### config.mk
export PLATFORM = sky130hd
export DESIGN_NAME = load_converter_unit_flat
export DESIGN_NICKNAME = d
export VERILOG_FILES = /design/src/rtl/load_converter_if.sv /design/src/rtl/load_converter_unit.sv /design/src/flat_wrapper.sv
export SDC_FILE = /design/constraint.sdc
export NUM_CORES = 1
export LEC_CHECK = 0
export CORE_ASPECT_RATIO = 0.7
export CORE_UTILIZATION = 43
export DETAILED_ROUTE_END_ITERATION = 10
export HOLD_SLACK_MARGIN = 0.08
export PLACE_DENSITY = 0.91
export SLEW_MARGIN = 20
export SYNTH_ARGS = -nofsm -noshare
export SYNTH_HDL_FRONTEND = slang
export SYNTH_SLANG_ARGS = --single-unit
### constraint.sdc
create_clock -name clk -period 2.4 [get_ports clk]
set_input_delay 0.6 -clock clk [delete_from_list [all_inputs] [get_ports clk]]
set_output_delay 0.6 -clock clk [all_outputs]
set_load 0.02 [all_outputs]
### src/rtl/load_converter_if.sv
// Load request and data-memory read channel bundled for the load converter.
// slave: converter side; master: requester/memory side.
interface load_converter_if;
    logic        load_valid;
    logic [5:0]  aluSelect;
    logic [31:0] address;
    logic        busy;
    logic        mem_read;
    logic [31:0] mem_addr;
    logic [31:0] mem_rdata;
    logic        mem_ready;
    logic [31:0] outputData;
    logic        result_valid;
    logic        misaligned;
    logic        bus_error;

    modport slave (
        input  load_valid, aluSelect, address, mem_rdata, mem_ready,
        output busy, mem_read, mem_addr, outputData, result_valid, misaligned, bus_error
    );

    modport master (
        output load_valid, aluSelect, address, mem_rdata, mem_ready,
        input  busy, mem_read, mem_addr, outputData, result_valid, misaligned, bus_error
    );
endinterface

### src/rtl/load_converter_unit.sv
// Load converter: word-aligned memory read, byte/half/word extract and extend.
// Latency >= 2 cycles request->result_valid; holds mem_read until mem_ready or TIMEOUT.
module load_converter_unit #(
    parameter int TIMEOUT = 16,
    parameter int CNT_W   = 5
) (
    input  logic              clk,
    input  logic              reset,
    load_converter_if.slave   bus
);
    localparam logic [5:0] SEL_LB  = 6'b001000;
    localparam logic [5:0] SEL_LH  = 6'b001001;
    localparam logic [5:0] SEL_LW  = 6'b001010;
    localparam logic [5:0] SEL_LBU = 6'b001011;
    localparam logic [5:0] SEL_LHU = 6'b001100;

    typedef enum logic {IDLE, REQ} state_t;

    state_t      r_state,    w_state_nxt;
    logic [5:0]  r_sel,      w_sel_nxt;
    logic [1:0]  r_off,      w_off_nxt;
    logic [CNT_W-1:0] r_cnt, w_cnt_nxt;
    logic        r_mem_read, w_mem_read_nxt;
    logic [31:0] r_mem_addr, w_mem_addr_nxt;
    logic [31:0] r_data,     w_data_nxt;
    logic        r_rv,       w_rv_nxt;
    logic        r_mis,      w_mis_nxt;
    logic        r_be,       w_be_nxt;

    logic        w_is_load;
    logic        w_misalign;
    logic [7:0]  w_byte;
    logic [15:0] w_half;
    logic [31:0] w_ext;

    assign w_is_load = (bus.aluSelect == SEL_LB)  || (bus.aluSelect == SEL_LH) ||
                       (bus.aluSelect == SEL_LW)  || (bus.aluSelect == SEL_LBU) ||
                       (bus.aluSelect == SEL_LHU);

    assign w_misalign = (((bus.aluSelect == SEL_LH) || (bus.aluSelect == SEL_LHU)) && bus.address[0]) ||
                        ((bus.aluSelect == SEL_LW) && (bus.address[1:0] != 2'b00));

    // Little-endian lane select uses the offset latched at request time.
    assign w_byte = 8'(bus.mem_rdata >> {r_off, 3'b000});
    assign w_half = r_off[1] ? bus.mem_rdata[31:16] : bus.mem_rdata[15:0];

    always_comb begin
        w_ext = bus.mem_rdata;
        case (r_sel)
            SEL_LB:  w_ext = {{24{w_byte[7]}}, w_byte};
            SEL_LBU: w_ext = {24'h0, w_byte};
            SEL_LH:  w_ext = {{16{w_half[15]}}, w_half};
            SEL_LHU: w_ext = {16'h0, w_half};
            default: w_ext = bus.mem_rdata;
        endcase
    end

    always_comb begin
        w_state_nxt    = r_state;
        w_sel_nxt      = r_sel;
        w_off_nxt      = r_off;
        w_cnt_nxt      = r_cnt;
        w_mem_read_nxt = r_mem_read;
        w_mem_addr_nxt = r_mem_addr;
        w_data_nxt     = r_data;
        w_rv_nxt       = 1'b0;
        w_mis_nxt      = 1'b0;
        w_be_nxt       = 1'b0;
        case (r_state)
            IDLE: begin
                if (bus.load_valid && w_is_load) begin
                    w_sel_nxt = bus.aluSelect;
                    w_off_nxt = bus.address[1:0];
                    if (w_misalign) begin
                        w_mis_nxt  = 1'b1;
                        w_data_nxt = 32'h0;
                    end else begin
                        w_state_nxt    = REQ;
                        w_mem_read_nxt = 1'b1;
                        w_mem_addr_nxt = {bus.address[31:2], 2'b00};
                        w_cnt_nxt      = '0;
                    end
                end
            end
            REQ: begin
                // mem_ready takes priority over a coincident timeout.
                if (bus.mem_ready) begin
                    w_data_nxt     = w_ext;
                    w_rv_nxt       = 1'b1;
                    w_mem_read_nxt = 1'b0;
                    w_state_nxt    = IDLE;
                end else if (r_cnt == CNT_W'(TIMEOUT - 1)) begin
                    w_be_nxt       = 1'b1;
                    w_data_nxt     = 32'h0;
                    w_mem_read_nxt = 1'b0;
                    w_state_nxt    = IDLE;
                end else begin
                    w_cnt_nxt = r_cnt + 1'b1;
                end
            end
            default: w_state_nxt = IDLE;
        endcase
    end

    always_ff @(posedge clk) begin
        if (reset) begin
            r_state    <= IDLE;
            r_sel      <= '0;
            r_off      <= '0;
            r_cnt      <= '0;
            r_mem_read <= 1'b0;
            r_mem_addr <= '0;
            r_data     <= '0;
            r_rv       <= 1'b0;
            r_mis      <= 1'b0;
            r_be       <= 1'b0;
        end else begin
            r_state    <= w_state_nxt;
            r_sel      <= w_sel_nxt;
            r_off      <= w_off_nxt;
            r_cnt      <= w_cnt_nxt;
            r_mem_read <= w_mem_read_nxt;
            r_mem_addr <= w_mem_addr_nxt;
            r_data     <= w_data_nxt;
            r_rv       <= w_rv_nxt;
            r_mis      <= w_mis_nxt;
            r_be       <= w_be_nxt;
        end
    end

    assign bus.busy         = (r_state != IDLE);
    assign bus.mem_read     = r_mem_read;
    assign bus.mem_addr     = r_mem_addr;
    assign bus.outputData   = r_data;
    assign bus.result_valid = r_rv;
    assign bus.misaligned   = r_mis;
    assign bus.bus_error    = r_be;
endmodule

### src/flat_wrapper.sv
// flat-port wrapper written by rule: the top's interface ports become plain ports
module load_converter_unit_flat 
#(
    parameter int TIMEOUT = 16,
    parameter int CNT_W   = 5
)
  (clk, reset, bus_load_valid, bus_aluSelect, bus_address, bus_mem_rdata, bus_mem_ready, bus_busy, bus_mem_read, bus_mem_addr, bus_outputData, bus_result_valid, bus_misaligned, bus_bus_error);
  load_converter_if bus_i ();
  input  logic clk;
  input  logic reset;
  input wire logic [$bits(bus_i.load_valid)-1:0] bus_load_valid;
  input wire logic [$bits(bus_i.aluSelect)-1:0] bus_aluSelect;
  input wire logic [$bits(bus_i.address)-1:0] bus_address;
  input wire logic [$bits(bus_i.mem_rdata)-1:0] bus_mem_rdata;
  input wire logic [$bits(bus_i.mem_ready)-1:0] bus_mem_ready;
  output wire logic [$bits(bus_i.busy)-1:0] bus_busy;
  output wire logic [$bits(bus_i.mem_read)-1:0] bus_mem_read;
  output wire logic [$bits(bus_i.mem_addr)-1:0] bus_mem_addr;
  output wire logic [$bits(bus_i.outputData)-1:0] bus_outputData;
  output wire logic [$bits(bus_i.result_valid)-1:0] bus_result_valid;
  output wire logic [$bits(bus_i.misaligned)-1:0] bus_misaligned;
  output wire logic [$bits(bus_i.bus_error)-1:0] bus_bus_error;
  assign bus_i.load_valid = bus_load_valid;
  assign bus_i.aluSelect = bus_aluSelect;
  assign bus_i.address = bus_address;
  assign bus_i.mem_rdata = bus_mem_rdata;
  assign bus_i.mem_ready = bus_mem_ready;
  assign bus_busy = bus_i.busy;
  assign bus_mem_read = bus_i.mem_read;
  assign bus_mem_addr = bus_i.mem_addr;
  assign bus_outputData = bus_i.outputData;
  assign bus_result_valid = bus_i.result_valid;
  assign bus_misaligned = bus_i.misaligned;
  assign bus_bus_error = bus_i.bus_error;
  load_converter_unit #(.TIMEOUT(TIMEOUT), .CNT_W(CNT_W)) u_core (.clk(clk), .reset(reset), .bus(bus_i));
endmodule
Word-level counts from Yosys, hierarchy flattened

Cells that the tools add are included.

Logic and storage cells: 74
Register bits: 80
Input port bits: 74
Output and inout bits: 69

Reductions and logical operators: 18
$add $sub $neg: 1
Equality and inequality tests: 16
Bitwise logic cells: 3
Multiplexer cells: 25
Shift operators: 1

Operators by type and width:

| kind                | count |
|---|---|
| $mux 32             | 4 |
| $pmux 32 s4         | 1 |
| $pmux 32 s2         | 1 |
| $eq 6x4->1 const B  | 9 |
| $shr 32x5->8        | 1 |
| $mux 5              | 4 |
| $mux 16             | 1 |
| $mux 1              | 11 |
| $pmux 5 s2          | 1 |
| $reduce_and 3->1    | 3 |
| $logic_or 1x1->1    | 6 |
| $ne 2x2->1 const B  | 3 |
| $reduce_or 3->1     | 2 |
| $add 5x1->5 const B | 1 |
| $eq 5x4->1 const B  | 1 |
| $ne 2x1->1 const B  | 2 |
| $pmux 1 s2          | 2 |
| $reduce_and 4->1    | 1 |
| $logic_and 1x1->1   | 3 |
| $ne 3x3->1 const B  | 1 |
| $not 1->1           | 3 |
| $reduce_and 2->1    | 1 |
| $reduce_bool 2->1   | 1 |
| $reduce_or 2->1     | 1 |

Depth between registers and ports, before layout

Word-level depth: 8
Mapped depth: 8
Depth with buffers taken out: 8

Least setup slack after synthesis

OpenSTA, ideal clock, no wires.

Path kind: input to register
Start: in bus_aluSelect[0]
End: reg u_core.r_data[2] (netlist: u_core.bus.outputData[2])
Stages: 5
Arrival time: 1.995 ns
Data required time: 2.283 ns
Library setup time: 0.117 ns
Setup slack: 0.289 ns
Buffers on the path: 1
Cell sequence: or4b_2 a21oi_1 nor3_1 clkbuf_1 a22o_1

Word-level cells in the longest chain between the ends: 8
Elaborated cells on any way between the ends: 17
Those cells by class: 7 x eq/ne; 10 x reduce/logical

Ends and longest elaborated chain:

| element                              | RTL line                                             | RTL |
|---|---|---|
| start: declaration                   | flat_wrapper.sv:12                                   | `input wire logic [$bits(bus_i.aluSelect)-1:0] bus_aluSelect;` |
| $eq 6x4->1, on equally long branches | load_converter_unit.sv:36, load_converter_unit.sv:40 |  |
| $logic_or 1x1->1 (2 in series)       | load_converter_unit.sv:36                            | `assign w_is_load = (bus.aluSelect == SEL_LB) \|\| (bus.aluSelect == SEL_LH) \|\|` |
| $logic_or 1x1->1 (2 in series)       | load_converter_unit.sv:37                            | `(bus.aluSelect == SEL_LW) \|\| (bus.aluSelect == SEL_LBU) \|\|` |
| $logic_and 1x1->1                    | load_converter_unit.sv:71                            | `if (bus.load_valid && w_is_load) begin` |
| $ne 2x1->1 (no line)                 | --                                                   |  |
| $reduce_and 3->1 (no line) *         | --                                                   |  |
| end signal: assignment               | load_converter_unit.sv:124                           | `r_data <= w_data_nxt;` |
| end: declaration                     | load_converter_unit.sv:25                            | `logic [31:0] r_data, w_data_nxt;` |

Every way passes the cells marked *; elsewhere a longest branch is shown, timed or not.
A chain may end at the register's enable or synchronous reset.

Final worst setup path

Start: in bus_address[1]
End: reg u_core.r_mem_addr[29] (netlist: u_core.bus.mem_addr[29])

Word-level cells in the longest chain between the ends: 5

Ends and longest elaborated chain:

| element                    | RTL line                   | RTL |
|---|---|---|
| start: declaration         | flat_wrapper.sv:13         | `input wire logic [$bits(bus_i.address)-1:0] bus_address;` |
| $reduce_bool 2->1          | load_converter_unit.sv:41  | `((bus.aluSelect == SEL_LW) && (bus.address[1:0] != 2'b00));` |
| $logic_and 1x1->1          | load_converter_unit.sv:41  |  |
| $logic_or 1x1->1           | load_converter_unit.sv:40  | `assign w_misalign = (((bus.aluSelect == SEL_LH) \|\| (bus.aluSelect == SEL_LHU)) && bus.address[0]) \|\|` |
| $not 1->1 (no line)        | --                         |  |
| $reduce_and 3->1 (no line) | --                         |  |
| end signal: assignment     | load_converter_unit.sv:123 | `r_mem_addr <= w_mem_addr_nxt;` |
| end: declaration           | load_converter_unit.sv:24  | `logic [31:0] r_mem_addr, w_mem_addr_nxt;` |

No other way between the ends.

==> out/metrics.yaml <==
clk_pin_slew_ns: 0.06
reg2reg_from: "u_core.r_sel[0]"
die_w_microns: 109
crit_path_max_incr_delay_ns: 0.64
cp_max_fo: 18
synth-xor-area-share_pct: 0.764
grt_max_degree: 40
cap_viol_max_count: 0
leakagePower_nw: 1.90
grt_pass1_vias: 3405
ant_nets: 0
hold_viol: 0
critical_path_required_ns: 2.66
yosysMostFrequentCell: "dfxtp_1"
layout-drive-gt1-share_pct: 11.9
numCtsBuffers: 9
hold_depth: 1
synthDistinctLibCells: 49
path_buf_inv: 3
start_kind: "input pin"
crit_family: "simple AND/OR/NAND/NOR gates"
p_per_area_nw_per_um2: 559
rrSetupSlack_ns: 0.29
end_kind: "flop"
relSlewSlack_pct: 62.5
drc: 0
insertion_delay_ns: 0.34
hpwl_microns: 7530
skew_ns: 0.00839
track_usage_pct: 26.3
tightestPinTransition_ns: 0.561
netlist.top_cell.by_area: "dfxtp_1"
worstPathArrival_ns: 2.56
multi_input_area_sq_um: 1710
netlist_top_cells_area: "dfxtp_1 47%, nand2_1 7.0%, mux2i_1 5.5%"
n_fill_cell: 542
ys_seq_area_share_pct: 46.5
fp.dieH_microns: 76.8
core.rowCount: 26
finalNetCount: 599
placed_cells: 610
avgRoutedWirePerCell_microns: 17.2
synth_top_family_by_area: "compound AO/OA/AOI/OAI gates"
path_class: "in -> reg"
cts_sinks: 80
antenna_found_initial: 0
setup_viol: 0
synth_edf_count: 0
start_util_pct: 45.8
areaGrowthSynthToFinish_pct: 55.5
cts_tree: "built"
core_sq_um: 7510
yosysTopAreaCellShare_pct: 46.5
holdWs_ns: 0.452
vias_per_cell: 5.50
synth.avg_cell_area_sq_um: 9.18
finalWirelength_microns: 10700
antenna_cells: 0
ys_ff_latch: 80
dr.first_iter.drc_count: 253
maxSlewViolCount: 0
seq_area_sq_um: 1600
synthAdderAreaFrac_pct: 0.727
vias: 3446
synth_area_sq_um: 3440
synthTopCellsByCount: "80 x dfxtp_1, 64 x nand2_1, 41 x nor2_1"
rsz0062_at_grt: "no"
synthSimpleGateAreaFrac_pct: 19.9
io_pins: 143
synth-main-ff-cell: "dfxtp_1"
status: "completed"
firstDrtPassIters: 6
instances_no_fill: 626
crit_path_cell_trace: "clkdlybuf4s50_1 -> nor2_1 -> or4b_2 -> buf_4 -> nand3b_1 -> buf_6 -> nand2_1 -> a21oi_1"
max_freq_ghz: 0.433
fin_crit_sh_pct: 96.1
grt_pass1_wl_microns: 17000
worst_path_max_delay_cell: "or4b_2"
clock_path_buffers: 2
reg2reg_to: "u_core.bus.outputData[31]"
syn_inst: 375
yosysWarnings: 0
synth_compound_gate_area_share_pct: 20.7
synthArstFlopShare_pct: 0
synth.area.mux_share_pct: 6.84
cts_root_buffer: "clkbuf_16"
gp_congestion: 0.804
grt_overflow_total: 0
min-delay-path-class: "reg -> reg"
die_area_sq_um: 8370
hp-start: "u_core.bus.outputData[7]"
reg2reg_depth: 5
port-buffer-count: 140
ir_drop_v: 0.000363
post-route-min-period_ns: 2.31
h-tree-depth: 3
whs_endpoint: "u_core.bus.outputData[7]"
[per-layer routing]
metal	routed length (microns)	up-vias	share of wire, %	track usage, %
li1	-	1628	-	-
met1	4460	1636	41	32.7
met2	5320	162	49	43.1
met3	799	20	7.4	7.91
met4	173	0	1.6	8.24
met5	0	-	0	0
[area by class of cell]
class / instances / share of cell area (%)
Inverter: 3 / 0.210
Sequential cell: 80 / 29.9
Tap cell: 98 / 2.29
Clock inverter: 7 / 1.10
Multi-Input combinational cell: 264 / 32.0
Timing Repair Buffer: 165 / 30.2
Clock buffer: 9 / 4.21
[cells in the final DEF (no fill, tap or decap), types with 3 or more instances in the layout]
| cell | count |
|---|---|
| nor2b_1 | 4 |
| clkbuf_16 | 9 |
| nand2_1 | 64 |
| inv_6 | 5 |
| o221ai_1 | 7 |
| nor2_1 | 41 |
| clkdlybuf4s50_1 | 140 |
| dfxtp_1 | 80 |
| buf_4 | 22 |
| a21oi_1 | 36 |
| and3b_1 | 4 |
| o2bb2ai_1 | 14 |
| nor3_1 | 4 |
| nor4_1 | 7 |
| a211oi_1 | 7 |
| inv_1 | 3 |
| a22o_1 | 7 |
| o2bb2ai_2 | 10 |
| mux2i_1 | 19 |
[stage by stage]
step / total power [W] / area [sq um] / utilization [%] / worst slack (ns) / TNS [ns]
after CTS: 0.00300 / 5340 / 71.0 / 0.0599 / 0
after detailed placement: 0.00170 / 5050 / 67.2 / -0.288 / -13.24
after global placement: 0.00169 / 5050 / 67.2 / -0.205 / -9.64
final: 0.00299 / 5350 / 71.2 / 0.0928 / 0
after global routing: 0.00309 / 5350 / 71.2 / 0.0238 / 0
after floorplan: 0.00150 / 3440 / - / 0.289 / 0
[sequential cells by signal, indices dropped and copies added (netlist names)]
name,flops
u_core.bus.bus_error,1
u_core.bus.busy,1
u_core.bus.mem_addr,30
u_core.bus.mem_read,1
u_core.bus.misaligned,1
u_core.bus.outputData,32
u_core.bus.result_valid,1
u_core.r_cnt,5
u_core.r_off,2
u_core.r_sel,6
[repair_timing]
item / CTS / global route
gates resized for setup: 0 / 3
hold buffers: 0 / 0
buffers inserted: 0 / 0
endpoints found under the setup margin: 0 / 7
[cells by family after synthesis]
logic type	Yosys count
AOI/OAI and AO/OA	92
xor gates and xnor gates	3
adders and majority gates	2
buffers and inverters	32
DFF	80
muxes	22
other	1
and+or+nand+nor	143
[worst register-to-register path: stages (launching register included)]
cell and delay, ns:
dfxtp_1 0.59, nor2b_1 0.19, a211o_1 0.41, a311o_2 0.43, nand2_4 0.25, o2bb2ai_1 0.12
[report_power, final]
group	switching (W)	leakage, nW	internal (W)
Clock	0.000595	0.134	0.000719
Sequential	0.00000971	0.645	0.00134
Combinational	0.000142	1.12	0.000185
Total	0.000747	1.90	0.00224
[worst max path at each step]
stage	startpoint	end	slack, ns	cells past startpoint
floorplan	bus_aluSelect[0]	u_core.bus.outputData[2]	0.29	5
global placement	bus_address[1]	u_core.bus.outputData[1]	-0.20	7
detailed placement	bus_address[1]	u_core.bus.outputData[6]	-0.29	7
CTS	bus_address[1]	u_core.bus.outputData[3]	0.06	7
global route	bus_address[1]	u_core.bus.mem_addr[29]	0.02	8
finish	bus_address[1]	u_core.bus.mem_addr[29]	0.09	8
Note: power is estimated with default switching activity, not from simulation.
==> edit 1, RTL diff (config.mk and constraints unchanged) <==
`CNT_W` is set to 5 in 2 places; all go to 10.
--- a/src/rtl/load_converter_unit.sv
+++ b/src/rtl/load_converter_unit.sv
@@ -2,7 +2,7 @@
 // Latency >= 2 cycles request->result_valid; holds mem_read until mem_ready or TIMEOUT.
 module load_converter_unit #(
     parameter int TIMEOUT = 16,
-    parameter int CNT_W   = 5
+    parameter int CNT_W   = 10
 ) (
     input  logic              clk,
     input  logic              reset,
--- a/src/flat_wrapper.sv
+++ b/src/flat_wrapper.sv
@@ -2,7 +2,7 @@
 module load_converter_unit_flat 
 #(
     parameter int TIMEOUT = 16,
-    parameter int CNT_W   = 5
+    parameter int CNT_W   = 10
 )
   (clk, reset, bus_load_valid, bus_aluSelect, bus_address, bus_mem_rdata, bus_mem_ready, bus_busy, bus_mem_read, bus_mem_addr, bus_outputData, bus_result_valid, bus_misaligned, bus_bus_error);
   load_converter_if bus_i ();
Behaviour: same outputs for any inputs over 10 cycles, from zero or initial values and one cycle with reset high; that may be too few to reach the edited logic, so the function may still have changed.
==> edit 1 against the unedited design <==
The run now ends with DRC left. Routed wire length increased by 3.7%. Sequential share of layout area increased by 0.17 points. Sequential cell count grew 5. Total power up 0.33%. Clock power down 3%. Area after synthesis grew 9.1%. Worst setup slack got worse by 27 ps. Cell area increased by 5.6%. Critical path type is now reg -> reg. Largest cell class unchanged. Largest power group unchanged.
==> edit 1: results (changes against the unedited design) <==
| Metric | Value |
|---|---|
| Post-synthesis area per instance | `9.32 µm² (was 9.18 µm²)` |
| RD Place Congestion | `0.903 (was 0.804)` |
| Placed cell count | `656 (was 610)` |
| Clock edge transition at the registers on the reported setup and hold paths | `60 ps (about the same)` |
| Yosys cell types | `50 (was 49)` |
| First-pass detailed-route iteration total | `10 (was 6)` |
| CP max stage delay | `520 ps (was 640 ps)` |
| Number of remaining DRC errors | `1 (was 0)` |
| Largest net degree at the start of global routing | `33 (was 40)` |
| Worst-path fanout max | `16 (was 18)` |
| Fillers | `652 (was 542)` |
| Clock Tree Buf Depth | `2 (unchanged)` |
| Hold Crit Class | `reg -> reg (unchanged)` |
| Diode count | `0 (unchanged)` |
| Max reg flops | `32 (unchanged)` |
| Routed vias | `3643 (was 3446)` |
| Register area share after synthesis | `45.3% (was 46.5%)` |
| GRT Util Overall | `24.8% (was 26.3%)` |
| Clock Latency Late Sink | `340 ps (about the same)` |
| WL final | `11.1 mm (was 10.7 mm)` |
| Peak supply drop | `0.000612 V (was 0.000363 V)` |
| Number of post-CTS setup repair buffers | `0 (unchanged)` |
| Post-DR vias/cell | `5.42 (was 5.50)` |
| Top FF cell, synth | `dfxtp_1 (unchanged)` |
| H-tree depth | `3 (unchanged)` |
| Clock skew | `6.41 ps (was 8.39 ps)` |
| DRT iter0 DRCs | `263 (was 253)` |
| I/O Buffers | `140 (unchanged)` |
| Worst path top cell family by delay | `simple AND/OR/NAND/NOR gates (unchanged)` |
| Clk root buf | `clkbuf_16 (unchanged)` |
| Failing checks | `DRC` |
| Slew Limit Headroom | `50.3% (was 62.5%)` |
| Critical path arrival | `2560 ps (about the same)` |
| Nets@finish | `622 (was 599)` |
| Status | `complete, but fails checks (was finished clean)` |
| Initial antenna violation count | `0 (unchanged)` |
| Layout cells sized above 1 | `10.5% (was 11.9%)` |
| CTS buffer count | `9 (unchanged)` |
| Area after DPL | `0.00537 mm² (was 0.00505 mm²)` |
| Synth area leaders | `dfxtp_1 45%, mux2i_1 13%, nor2_1 7.2% (was dfxtp_1 47%, nand2_1 7.0%, mux2i_1 5.5%)` |
| Slew Limit Fails | `0 (unchanged)` |
| Dpl hpwl | `8.29 mm (was 7.53 mm)` |
| Top cells by instance count after synthesis | `85 x dfxtp_1, 72 x nor2_1, 48 x mux2i_1 (was 80 x dfxtp_1, 64 x nand2_1, 41 x nor2_1)` |
| Leak pwr | `2.04 nW (was 1.90 nW)` |
| Synthesis Warnings | `0 (unchanged)` |
| Asr flop ratio synth | `0% (unchanged)` |
| Post-cts resize count | `0 (unchanged)` |
| Pre-CTS setup slack | `-98.1 ps (was -288 ps)` |
| Slowest cell on crit path | `or4_4 (was or4b_2)` |
| First-pass GRT wire length | `17.4 mm (was 17.0 mm)` |
## edit 1: report_power, final
part	leakage (nW)	total, mW	switching [mW]	internal (mW)
Clock	0.130	1.27	0.541	0.730
Combinational	1.22	0.302	0.127	0.174
Sequential	0.685	1.43	0.00753	1.42
## edit 1: layout make-up
cell class              instances  area (µm²)  share of cell area (%)
clock buffers                  13         250                    4.43
clock inverters                 3        21.3                   0.376
inverters                       2        7.51                   0.133
multi-input cells             285        1920                    34.0
flip-flops and latches         85        1700                    30.1
well taps                     120         150                    2.66
repair buffers                164        1600                    28.3
## edit 1: per-layer routing
metal	vias to the layer above	track usage, %	routed length [µm]
met1	1728	31.2	4800
met2	159	40.4	5390
met3	26	7.40	738
li1	1730	-	-
met4	0	8.55	214
met5	-	0	0
## edit 1: final timing paths
path	from	end	slack, ps	cells after the start
hold reg to reg	u_core.bus.outputData[14]$_SDFFE_PP0P_	u_core.bus.outputData[14]$_SDFFE_PP0P_	460	1
hold / removal	u_core.bus.outputData[14]$_SDFFE_PP0P_	u_core.bus.outputData[14]$_SDFFE_PP0P_	460	1
setup reg to reg	u_core.r_cnt[6]$_SDFFE_PP0P_	u_core.bus.outputData[7]$_SDFFE_PP0P_	70	6
setup / recovery	u_core.r_cnt[6]$_SDFFE_PP0P_	u_core.bus.outputData[7]$_SDFFE_PP0P_	70	6
## edit 1: cell families after synthesis
| family | after synthesis | share of synthesized area [%] |
|---|---|---|
| other cells | 1 | 0.0999 |
| simple gates | 137 | 17.8 |
| compound gates | 83 | 15.7 |
| mux | 54 | 14.6 |
| fa+ha+maj | 1 | 0.333 |
| buf+inv | 34 | 4.23 |
| flops | 85 | 45.3 |
| xor+xnor | 8 | 1.87 |
==> edit 2, RTL diff (same settings) <==
Made on the original files. Reset style: asynchronous (`reset`), changed in one clocked block.
--- a/src/rtl/load_converter_unit.sv
+++ b/src/rtl/load_converter_unit.sv
@@ -102,7 +102,7 @@
         endcase
     end
 
-    always_ff @(posedge clk) begin
+    always_ff @(posedge clk or posedge reset) begin
         if (reset) begin
             r_state    <= IDLE;
             r_sel      <= '0;
Formal check against the unedited RTL: differs if reset is asserted again (counterexample within 4 cycles, from zero or initial values and one cycle with reset high); with reset held inactive, the same outputs for 10 cycles.
==> edit 2 against the unedited design <==
Sequential cell count stayed put. Cell area is 6.3% higher. Worst setup slack better by 79 ps. Clock skew is 1.6 ps higher. Routed wire length is 4.2% lower. Via count is 9.9% lower. Hold slack better by 28 ps. Area after synthesis is 11% higher. Largest cell class is now flip-flops and latches.
Power is not compared: it rests on default switching activity, and its combinational part moved more than twofold at a synthesized area within 25%.
==> edit 2: results (changes against the unedited design) <==
| Metric | Value |
|---|---|
| Worst path top cell family by delay | `simple AND/OR/NAND/NOR gates (unchanged)` |
| Top cells by instance count after synthesis | `80 x dfrtp_1, 45 x nor2_1, 30 x o2bb2ai_1 (was 80 x dfxtp_1, 64 x nand2_1, 41 x nor2_1)` |
| Peak supply drop | `0.000537 V` |
| Hold Path Depth | `1 (unchanged)` |
| I/O Buffers | `140 (unchanged)` |
| Register area share after synthesis | `52.6% (was 46.5%)` |
| DRT iter0 DRCs | `157 (was 253)` |
| CTS buffer count | `9 (unchanged)` |
| GRT Util Overall | `23.4% (was 26.3%)` |
| Slew Limit Headroom | `54.5% (was 62.5%)` |
| Max reg flops | `32 (unchanged)` |
| Core Box Area | `0.00851 mm² (was 0.00751 mm²)` |
| Routed vias | `3104 (was 3446)` |
| Initial antenna violation count | `0 (unchanged)` |
| H-tree depth | `3 (unchanged)` |
| Hold Crit Class | `reg -> reg (unchanged)` |
| Clock Tree Buf Depth | `2 (unchanged)` |
| Post-cts resize count | `0 (unchanged)` |
| R2R cell count | `7 (was 5)` |
| First-pass detailed-route iteration total | `5 (was 6)` |
| Fillers | `626 (was 542)` |
| Vias in the first global route | `3307 (was 3405)` |
| Diode count | `0 (unchanged)` |
| First-pass GRT wire length | `16.6 mm (was 17.0 mm)` |
| Clock skew | `9.95 ps (was 8.39 ps)` |
| Status | `finished clean (unchanged)` |
| Dpl hpwl | `7.57 mm (was 7.53 mm)` |
| Nets@finish | `539 (was 599)` |
| Clk root buf | `clkbuf_16 (unchanged)` |
| Yosys cell types | `46 (was 49)` |
| Clock Latency Late Sink | `330 ps` |
| RD Place Congestion | `0.876 (was 0.804)` |
| Largest net degree at the start of global routing | `29 (was 40)` |
| Synth area leaders | `dfrtp_1 53%, mux2_4 9.9%, o2bb2ai_1 6.9% (was dfxtp_1 47%, nand2_1 7.0%, mux2i_1 5.5%)` |
| Clock edge transition at the registers on the reported setup and hold paths | `70 ps` |
| WL final | `10.3 mm (was 10.7 mm)` |
| Critical path arrival | `2470 ps (was 2560 ps)` |
| Slowest cell on crit path | `or3b_2 (was or4b_2)` |
| Internal Power | `3.58 mW` |
| Number of post-CTS setup repair buffers | `0 (unchanged)` |
| Most common cell after layout, fill and taps aside | `clkdlybuf4s50_1 (unchanged)` |
| CP max stage delay | `540 ps (was 640 ps)` |
| Worst-path fanout max | `10 (was 18)` |
| Pre-CTS setup slack | `-125 ps (was -288 ps)` |
| Leak pwr | `2.45 nW` |
| Cells after synthesis | `315 (was 375)` |
| Layout cells sized above 1 | `16.9% (was 11.9%)` |
| Asr flop ratio synth | `100% (was 0%)` |
| Synthesis Warnings | `0 (unchanged)` |
| Area after DPL | `0.00540 mm² (was 0.00505 mm²)` |
edit 2: cell types whose count changed after synthesis, moves of 23 or more:
| cell | delta |
|---|---|
| dfrtp_1 | +80 |
| a21oi_1 | -29 |
| mux2_4 | +25 |
| dfxtp_1 | -80 |
| nand2_1 | -57 |
| o21ai_0 | +23 |
edit 2: layer usage:
layer / vias up / global-route usage [%] / wire length [µm]
li1: 1417 / - / -
met1: 1547 / 31.2 / 4610
met2: 128 / 39.3 / 5010
met3: 12 / 4.30 / 581
met4: 0 / 5.84 / 91
met5: - / 0 / 0
edit 2: final timing paths:
| check | start | end | slack [ps] |
|---|---|---|---|
| max | u_core.r_cnt[0]$_DFFE_PP0P_ | u_core.bus.outputData[2]$_DFFE_PP0P_ | 170 |
| min | u_core.bus.outputData[0]$_DFFE_PP0P_ | u_core.bus.outputData[0]$_DFFE_PP0P_ | 480 |
| max reg2reg | u_core.r_cnt[0]$_DFFE_PP0P_ | u_core.bus.outputData[2]$_DFFE_PP0P_ | 170 |
| min reg2reg | u_core.bus.outputData[0]$_DFFE_PP0P_ | u_core.bus.outputData[0]$_DFFE_PP0P_ | 480 |
| max in group asynchronous | reset | u_core.bus.mem_addr[19]$_DFFE_PP0P_ | 1100 |
| min in group asynchronous | reset | u_core.bus.outputData[16]$_DFFE_PP0P_ | 690 |
edit 2: power by group through the flow:
stage          sequential (mW)  combinational (mW)  clock, mW
3_3_place_gp              1.96                2.13          0
3_5_place_dp              1.96                2.20          0
6_report                  1.96                2.21       1.32
4_1_cts                   1.95                2.21       1.33
2_1_floorplan             2.30               0.832          0
5_1_grt                   2.00                2.35       1.40
edit 2: layout make-up:
class / count / area, µm² / area share [%]
clock buffers: 9 / 225 / 3.96
clock inverters: 7 / 60.1 / 1.06
inverters: 2 / 11.3 / 0.198
multi-input cells: 211 / 1640 / 28.9
flip-flops and latches: 80 / 2000 / 35.2
well taps: 120 / 150 / 2.64
repair buffers: 159 / 1590 / 28.0
edit 2: per-stage QoR:
stage / setup TNS, ps / std cells
final: 0 / 588
after global routing: 0 / 588
after CTS: 0 / 588
after detailed placement: -4280 / 572
after global placement: -1810 / 572
after floorplan: 0 / 316
edit 2: cells by family (layout without fill, tap and decap cells):
logic type	Yosys count	count (layout)	synth area share (%)
buffers and inverters	25	177	4.31
muxes	55	55	18.5
DFF	80	80	52.6
xor gates and xnor gates	4	4	0.922
adders and majority gates	2	2	0.658
AOI/OAI and AO/OA	73	73	13.2
and+or+nand+nor	75	75	9.71
other	1	2	0.0986
